## src/rtl/sar_adc_seq.sv

```systemverilog
// Successive-approximation sequencer for the PmodADC: sample/hold, serial DAC trial load, comparator judgement.
// Ready strobe SH_CYC + DATA_W*T_BIT + 1 cycles after start acceptance; start_i is ignored while busy_o is high.
module sar_adc_seq #(
    parameter int DATA_W     = 14,
    parameter int SHREG_W    = 16,
    parameter int CLK_DIV    = 2,
    parameter int SETTLE_CYC = 8,
    parameter int SH_CYC     = 16
) (
    input  logic              clk_i,
    input  logic              reset_i,
    input  logic              start_i,
    output logic              busy_o,
    output logic              ADC_SH_o,
    output logic              ADC_Ser_o,
    output logic              ADC_SClk_o,
    output logic              ADC_LClk_o,
    input  logic              ADC_Comp_i,
    output logic [DATA_W-1:0] ADC_data_o,
    output logic              ADC_data_rdy_o
);

    localparam int MAX_A   = (SH_CYC > SETTLE_CYC) ? SH_CYC : SETTLE_CYC;
    localparam int CNT_MAX = (MAX_A > CLK_DIV) ? MAX_A : CLK_DIV;
    localparam int CNT_W   = $clog2(CNT_MAX + 1);
    localparam int BIT_W   = (SHREG_W > 1) ? $clog2(SHREG_W) : 1;
    localparam int IDX_W   = (DATA_W > 1) ? $clog2(DATA_W) : 1;
    localparam int PAD     = SHREG_W - DATA_W;

    typedef enum logic [2:0] {
        S_IDLE,
        S_SAMPLE,
        S_SHIFT,
        S_LATCH,
        S_SETTLE,
        S_DECIDE,
        S_DONE
    } state_t;

    state_t             state;
    logic [1:0]         comp_sync;
    logic [DATA_W-1:0]  acc;
    logic [DATA_W-1:0]  acc_next;
    logic [IDX_W-1:0]   idx;
    logic [CNT_W-1:0]   cnt;
    logic [BIT_W-1:0]   bit_cnt;
    logic [SHREG_W-1:0] word_cur;
    logic [SHREG_W-1:0] word_next;

    // acc always holds the current trial code (bit idx set); acc_next is the post-decision trial.
    always_comb begin
        word_cur = SHREG_W'(acc) << PAD;
        acc_next = acc;
        if (!comp_sync[1]) begin
            acc_next[idx] = 1'b0;
        end
        if (idx != '0) begin
            acc_next[idx - 1'b1] = 1'b1;
        end
        word_next = SHREG_W'(acc_next) << PAD;
    end

    always_ff @(posedge clk_i) begin
        if (reset_i) begin
            state          <= S_IDLE;
            comp_sync      <= '0;
            acc            <= '0;
            idx            <= '0;
            cnt            <= '0;
            bit_cnt        <= '0;
            busy_o         <= 1'b0;
            ADC_SH_o       <= 1'b0;
            ADC_Ser_o      <= 1'b0;
            ADC_SClk_o     <= 1'b0;
            ADC_LClk_o     <= 1'b0;
            ADC_data_o     <= '0;
            ADC_data_rdy_o <= 1'b0;
        end else begin
            comp_sync <= {comp_sync[0], ADC_Comp_i};
            case (state)
                S_IDLE: begin
                    if (start_i) begin
                        acc    <= DATA_W'(1) << (DATA_W - 1);
                        idx    <= IDX_W'(DATA_W - 1);
                        cnt    <= '0;
                        busy_o <= 1'b1;
                        state  <= S_SAMPLE;
                    end
                end
                // First SAMPLE cycle raises SH; SH then stays high for SH_CYC cycles.
                S_SAMPLE: begin
                    if (cnt == CNT_W'(SH_CYC)) begin
                        ADC_SH_o   <= 1'b0;
                        ADC_Ser_o  <= word_cur[0];
                        ADC_SClk_o <= 1'b0;
                        cnt        <= '0;
                        bit_cnt    <= '0;
                        state      <= S_SHIFT;
                    end else begin
                        ADC_SH_o <= 1'b1;
                        cnt      <= cnt + 1'b1;
                    end
                end
                S_SHIFT: begin
                    if (cnt == CNT_W'(CLK_DIV - 1)) begin
                        cnt <= '0;
                        if (!ADC_SClk_o) begin
                            ADC_SClk_o <= 1'b1;
                        end else if (bit_cnt == BIT_W'(SHREG_W - 1)) begin
                            ADC_SClk_o <= 1'b0;
                            ADC_Ser_o  <= 1'b0;
                            ADC_LClk_o <= 1'b1;
                            state      <= S_LATCH;
                        end else begin
                            ADC_SClk_o <= 1'b0;
                            ADC_Ser_o  <= word_cur[bit_cnt + 1'b1];
                            bit_cnt    <= bit_cnt + 1'b1;
                        end
                    end else begin
                        cnt <= cnt + 1'b1;
                    end
                end
                S_LATCH: begin
                    if (cnt == CNT_W'(CLK_DIV - 1)) begin
                        ADC_LClk_o <= 1'b0;
                        cnt        <= '0;
                        state      <= S_SETTLE;
                    end else begin
                        cnt <= cnt + 1'b1;
                    end
                end
                S_SETTLE: begin
                    if (cnt == CNT_W'(SETTLE_CYC - 1)) begin
                        cnt   <= '0;
                        state <= S_DECIDE;
                    end else begin
                        cnt <= cnt + 1'b1;
                    end
                end
                S_DECIDE: begin
                    acc <= acc_next;
                    if (idx != '0) begin
                        idx       <= idx - 1'b1;
                        ADC_Ser_o <= word_next[0];
                        bit_cnt   <= '0;
                        state     <= S_SHIFT;
                    end else begin
                        ADC_data_o     <= acc_next;
                        ADC_data_rdy_o <= 1'b1;
                        state          <= S_DONE;
                    end
                end
                // Strobe and busy are both visible in this cycle.
                S_DONE: begin
                    ADC_data_rdy_o <= 1'b0;
                    busy_o         <= 1'b0;
                    state          <= S_IDLE;
                end
                default: state <= S_IDLE;
            endcase
        end
    end

endmodule

```

## config.mk

```make
export PLATFORM = sky130hd
export DESIGN_NAME = sar_adc_seq
export DESIGN_NICKNAME = d
export VERILOG_FILES = /design/src/rtl/sar_adc_seq.sv
export SDC_FILE = /design/constraint.sdc
export NUM_CORES = 1
export LEC_CHECK = 0
export CORE_ASPECT_RATIO = 0.6
export CORE_UTILIZATION = 30
export CTS_BUF_LIST = sky130_fd_sc_hd__clkbuf_8
export CTS_CLUSTER_SIZE = 8
export DETAILED_ROUTE_END_ITERATION = 12
export PLACE_DENSITY = 0.45
export SYNTH_ARGS = -nofsm -noshare
export SYNTH_HDL_FRONTEND = slang
export SYNTH_SLANG_ARGS = --single-unit
```

## constraint.sdc

```tcl
create_clock -name clk_i -period 2 [get_ports clk_i]
set_input_delay 0.2 -clock clk_i [delete_from_list [all_inputs] [get_ports clk_i]]
set_output_delay 0.2 -clock clk_i [all_outputs]
set_load 0.005 [all_outputs]
```

After elaboration in Yosys (flattened, before gate mapping)
Cells that the tools add are included.

storage, ports and cells
  input port bits = 4
  bits in read-only memories = 0
  bits in registers = 52
  bits in writable memories = 0
  output and inout port bits = 20
  memories = 0
  word-level logic and storage cells = 120
  bits in latches = 0

operators by class
  multiplexer cells = 52
  bitwise operators = 4
  shift-type cells = 0
  order comparisons = 5
  equal/unequal tests = 20
  reductions and logical operators = 23
  div/mod/pow operators = 0
  $mul = 0
  $add $sub $neg = 3

operator list
  kind                                                 count
  two-way mux 14 bit                                   3
  two-way mux 4 bit                                    7
  one-hot mux 14 bit (2 select lines)                  1
  two-way mux 3 bit                                    8
  two-way mux 5 bit                                    4
  != test 2 bit, second input constant                 10
  one-hot mux 5 bit (4 select lines)                   1
  one-hot mux 3 bit (6 select lines)                   1
  two-way mux 1 bit                                    17
  < comparator 4 x 5 -> 1 bit, second input constant   3
  AND 14 bit                                           1
  inverter 14 bit                                      1
  bitwise OR 14 bit                                    1
  one-hot mux 4 bit (3 select lines)                   1
  AND reduction 2 bit                                  5
  AND reduction 5 bit                                  2
  nonzero test 2 bit                                   5
  == test 3 bit, second input constant                 3
  demux 1 bit (select 4 bit)                           2
  >= comparator 4 x 1 -> 1 bit, second input constant  2
  one-hot mux 1 bit (2 select lines)                   4
  one-hot mux 4 bit (2 select lines)                   1
  nonzero test 4 bit                                   2
  AND reduction 7 bit                                  1
  18 further kinds                                     21

Logic depth before layout (Yosys ltp)
  depth in word-level cells = 10
  depth in mapped cells = 8
  depth with buffers taken out = 7

Worst setup path before layout
No wires, ideal clock.

  path type = reg2reg
  start = reg bit_cnt[1]
  end = reg ADC_Ser_o
  slack = 0.278 ns
  buffers on the path = 0
  setup time = 0.116 ns
  data required time = 1.884 ns
  cell stages (with the launch flop) = 6
  arrival time = 1.605 ns
  clock period less this slack = 1.722 ns
  path through = dfxtp_1 -> ha_1 -> mux4_2 -> mux2i_1 -> nand2_1 -> a41o_1

on the way
  longest elaborated chain between the ends = 7

ends and longest elaborated chain
  what                                     RTL line  text
  start: declaration                       46        logic [BIT_W-1:0] bit_cnt;
  start signal: assignment                 117       bit_cnt <= bit_cnt + 1'b1;
  adder 4 x 1 -> 4 bit                     116       ADC_Ser_o <= word_cur[bit_cnt + 1'b1];
  binary-select mux 1 bit (select 4 bit)   116
  two-way mux 1 bit (not written as such)  116
  two-way mux 1 bit *                      109       end else if (bit_cnt == BIT_W'(SHREG_W - 1)) begin
  two-way mux 1 bit *                      107       if (!ADC_SClk_o) begin
  two-way mux 1 bit *                      105       if (cnt == CNT_W'(CLK_DIV - 1)) begin
  one-hot mux 1 bit (3 select lines) *     80        case (state)
  end signal: assignment                   94        ADC_Ser_o <= word_cur[0];
  end signal: assignment                   116
  end signal: assignment                   144       ADC_Ser_o <= word_next[0];
  end: declaration                         15        output logic ADC_Ser_o,

Every way passes the cells marked *; elsewhere a longest branch is shown, timed or not. The select of a mux whose other input is x is not followed.
A chain may end at the register's enable or synchronous reset.

Final worst setup path
  start = reg idx[1]
  end = reg idx[3]

on the way
  longest elaborated chain between the ends = 3

ends and longest elaborated chain
  what                                                                              RTL line  text
  start: declaration                                                                44        logic [IDX_W-1:0] idx;
  start signal: assignment                                                          84        idx <= IDX_W'(DATA_W - 1);
  start signal: assignment                                                          143       idx <= idx - 1'b1;
  subtractor 4 x 1 -> 4 bit / nonzero test 4 bit (equally long branches)            143, 142
  two-way mux 4 bit / != test 2 bit (equally long branches)                         --
  one-hot mux 4 bit (2 select lines) / AND reduction 3 bit (equally long branches)  --

Parallel ways exist; a longest one is shown, timed or not. The select of a mux whose other input is x is not followed.

==> flow_metrics.tcl <==
set metrics [dict create \
    drive_gt1_frac 0.161 \
    hold_viol_final 0 \
    clock-root-buffer "clkbuf_8" \
    tns_ps 0 \
    r2r.worst_path.cells 6 \
    fmax_ghz 0.533 \
    initial_core_util 0.318 \
    p_leak_uw 0.00120 \
    fp-row-count 26 \
    core_area_sq_um 8750 \
    pin_count 24 \
    grt_pass1_wl_um 12600 \
    ys.flop_type "dfxtp_1" \
    cp_max_fo 26 \
    status "finished, final reports clean" \
    grt_max_degree 27 \
    worst_pin_slew_ps 683 \
    ys_ff_latch 52 \
    first_pass_iters 4 \
    ys_async_sr_fraction 0 \
    cts_sinks 52 \
    final_max_slew_viol_count 0 \
    period_share 0.938 \
    layoutNonFillerInstCount 490 \
    synth_nets 348 \
    area_growth_syn_to_layout_pct 22.2 \
    io_buffer_count 23 \
    multi_input_area_sq_um 1610 \
    syn_area_sq_um 2780 \
    powerDensity_nw_per_um2 646 \
    clock_latency_ps 320 \
    rsz0062_at_grt "false" \
    endpoint_kind "flip-flop" \
    grt_pass1_vias 2324 \
    route.detailed.wl_per_inst_um 15.9 \
    drtIter0Drc 235 \
    ir_drop_mv 0.324 \
    track_usage 0.169 \
    ant_nets 0 \
    antenna_found_initial 0 \
    cts_buffer_depth 2 \
    final_net_count 389 \
    grt.overflow.total 0 \
    die_w_um 126 \
    hold_path_depth 2 \
    fin_skew_ps 9.12 \
    cp.arrival_ps 2100 \
    critical_path_class "flip-flop to flip-flop" \
    min_period_ps 1880 \
    die_h_um 76.6 \
    path_clk_slew_ps 100 \
    synth_edf_count 0 \
    cts_max_level 2 \
    gp_congestion 0.821 \
    seq_area_sq_um 1040 \
    syn_area_per_cell_sq_um 8.27 \
    cts_buffers 5 \
    num_antenna_cells 0 \
    drc 0 \
    maxCapViolations 0 \
    slew_headroom 0.543 \
    yosysSeqAreaShare 0.375 \
    num_vias 2552 \
    crit_required_ps 2230 \
    finalSetupViolCount 0 \
    yosysUniqueCellTypes 48 \
    placedCellCount 482 \
    cts_tree "yes" \
    synth_cells 336 \
    worstSetupStartpointType "flip-flop" \
    die_area_sq_um 9660 \
    wirelength_um 7800 \
    dp_hpwl_um 5980 \
    hp-class "primary input to flip-flop" \
    via_per_inst 5.21 \
    ys_warn_count 0 \
    fillers 921 \
]
worst max-delay path: stages, from the launching register on:
cell      delay [ps]
dfxtp_1          370
inv_1            120
ha_2             260
buf_4            180
and3_4           420
nor3_1           150
a311oi_1         290
metal layers:
| layer | up-vias | global-route usage | wire length [um] |
|---|---|---|---|
| met1 | 1200 | 0.281 | 4550 |
| met4 | 0 | 0.0398 | 70 |
| met2 | 56 | 0.208 | 2730 |
| met5 | - | 0 | 0 |
| met3 | 8 | 0.0344 | 440 |
| li1 | 1288 | - | - |
timing repair:
item,CTS,global route
resized for setup,0,4
hold buffers,0,0
buffers inserted,0,0
endpoints found under the setup margin,0,11
path summary, 6_finish.rpt:
check	startpoint	endpoint	slack (ps)
worst max register to register	idx[1]$_SDFFE_PP0P_	idx[3]$_SDFFE_PP0P_	120
worst min-delay path	reset_i	acc[11]$_SDFFE_PP0P_	280
worst max-delay path	idx[1]$_SDFFE_PP0P_	idx[3]$_SDFFE_PP0P_	120
worst min register to register	comp_sync[0]$_SDFF_PP0_	comp_sync[1]$_SDFF_PP0_	450
sequential cells by signal, summed over array words and instances (netlist names):
| register | flops |
|---|---|
| cnt | 5 |
| ADC_data_o | 14 |
| idx | 4 |
| bit_cnt | 4 |
| acc | 14 |
| ADC_SH_o | 1 |
| ADC_Ser_o | 1 |
| ADC_SClk_o | 1 |
| state | 3 |
| busy_o | 1 |
| ADC_LClk_o | 1 |
| comp_sync | 2 |
| ADC_data_rdy_o | 1 |
cell usage after synthesis, types with 2 or more instances:
cell       number  area, sq um
inv_1           9         33.8
nand4bb_1       2         22.5
mux4_2          3         67.6
a211oi_1       14          105
nand2b_1        7         43.8
buf_2           4         20.0
mux2_2          2         22.5
a21o_1          3         22.5
or3b_1          2         17.5
nor3_1          3         15.0
xnor2_1         3         26.3
a21oi_1        35          175
nand3b_1        2         15.0
o31ai_1         4         30.0
a22oi_1        13         97.6
nand3_1         9         45.0
o21ai_0        21          105
nand3_4         2         35.0
or2_2           2         12.5
dfxtp_1        52         1040
buf_6           3         33.8
mux2i_1         4         40.0
or3b_2          2         17.5
nor2b_1         8         50.1
and3_1          2         12.5
nor2_1         39          146
a31oi_1         4         25.0
ha_1            8          100
a311oi_1        4         35.0
nand2_1        42          158
clkbuf_1       11         41.3
area by class of cell:
cell class	count	share of cell area
Multi-Input combinational cell	256	0.473
Sequential cell	52	0.307
Timing Repair Buffer	53	0.133
Tap cell	112	0.0413
Clock buffer	6	0.0243
Clock inverter	2	0.0114
Inverter	9	0.00994
power breakdown:
part	switching (uW)	total, uW	internal (uW)
Clock	376	786	410
Sequential	36.8	1090	1060
Combinational	174	313	139
Total	587	2190	1610
cell usage in the layout, fill, tap and decap left out, types with 3 or more instances in the layout:
cell type / netlist / final
nor2b_1: 8 / 8
nor3_1: 3 / 3
mux4_2: 3 / 3
clkbuf_8: 0 / 6
a211oi_1: 14 / 14
a21oi_1: 35 / 34
mux2i_1: 4 / 4
a22oi_1: 13 / 13
o31ai_1: 4 / 4
nand2b_1: 7 / 7
nor2_1: 39 / 39
a311oi_1: 4 / 4
nand3_1: 9 / 9
ha_1: 8 / 7
o21ai_0: 21 / 21
dfxtp_1: 52 / 50
a31oi_1: 4 / 4
nand2_1: 42 / 42
buf_4: 1 / 30
inv_1: 9 / 9
xnor2_1: 3 / 3
a21o_1: 3 / 3
clkdlybuf4s50_1: 0 / 22
per-stage QoR:
| step | hold slack (ps) | worst slack, ps | instance area [sq um] | utilization | power, uW |
|---|---|---|---|---|---|
| after global placement | 426 | 42.3 | 3270 | 0.373 | 1420 |
| after CTS | 268 | 63.2 | 3390 | 0.387 | 2210 |
| after floorplan | 328 | 278 | 2780 | - | 1290 |
| after detailed placement | 420 | 2.73 | 3270 | 0.373 | 1420 |
| after global routing | 278 | 0.0435 | 3400 | 0.388 | 2300 |
| final | 278 | 125 | 3400 | 0.388 | 2190 |
cells by family (layout without fill, tap and decap cells):
group           count (synthesis)  count (layout)  share of synthesized area
compound gates                105             105                      0.239
xor+xnor                        3               3                    0.00946
fa+ha+maj                       8               8                     0.0360
buf+inv                        28              70                     0.0491
flops                          52              52                      0.375
mux                             9               9                     0.0468
simple gates                  131             131                      0.245
Power figures use the tool's default switching activity.
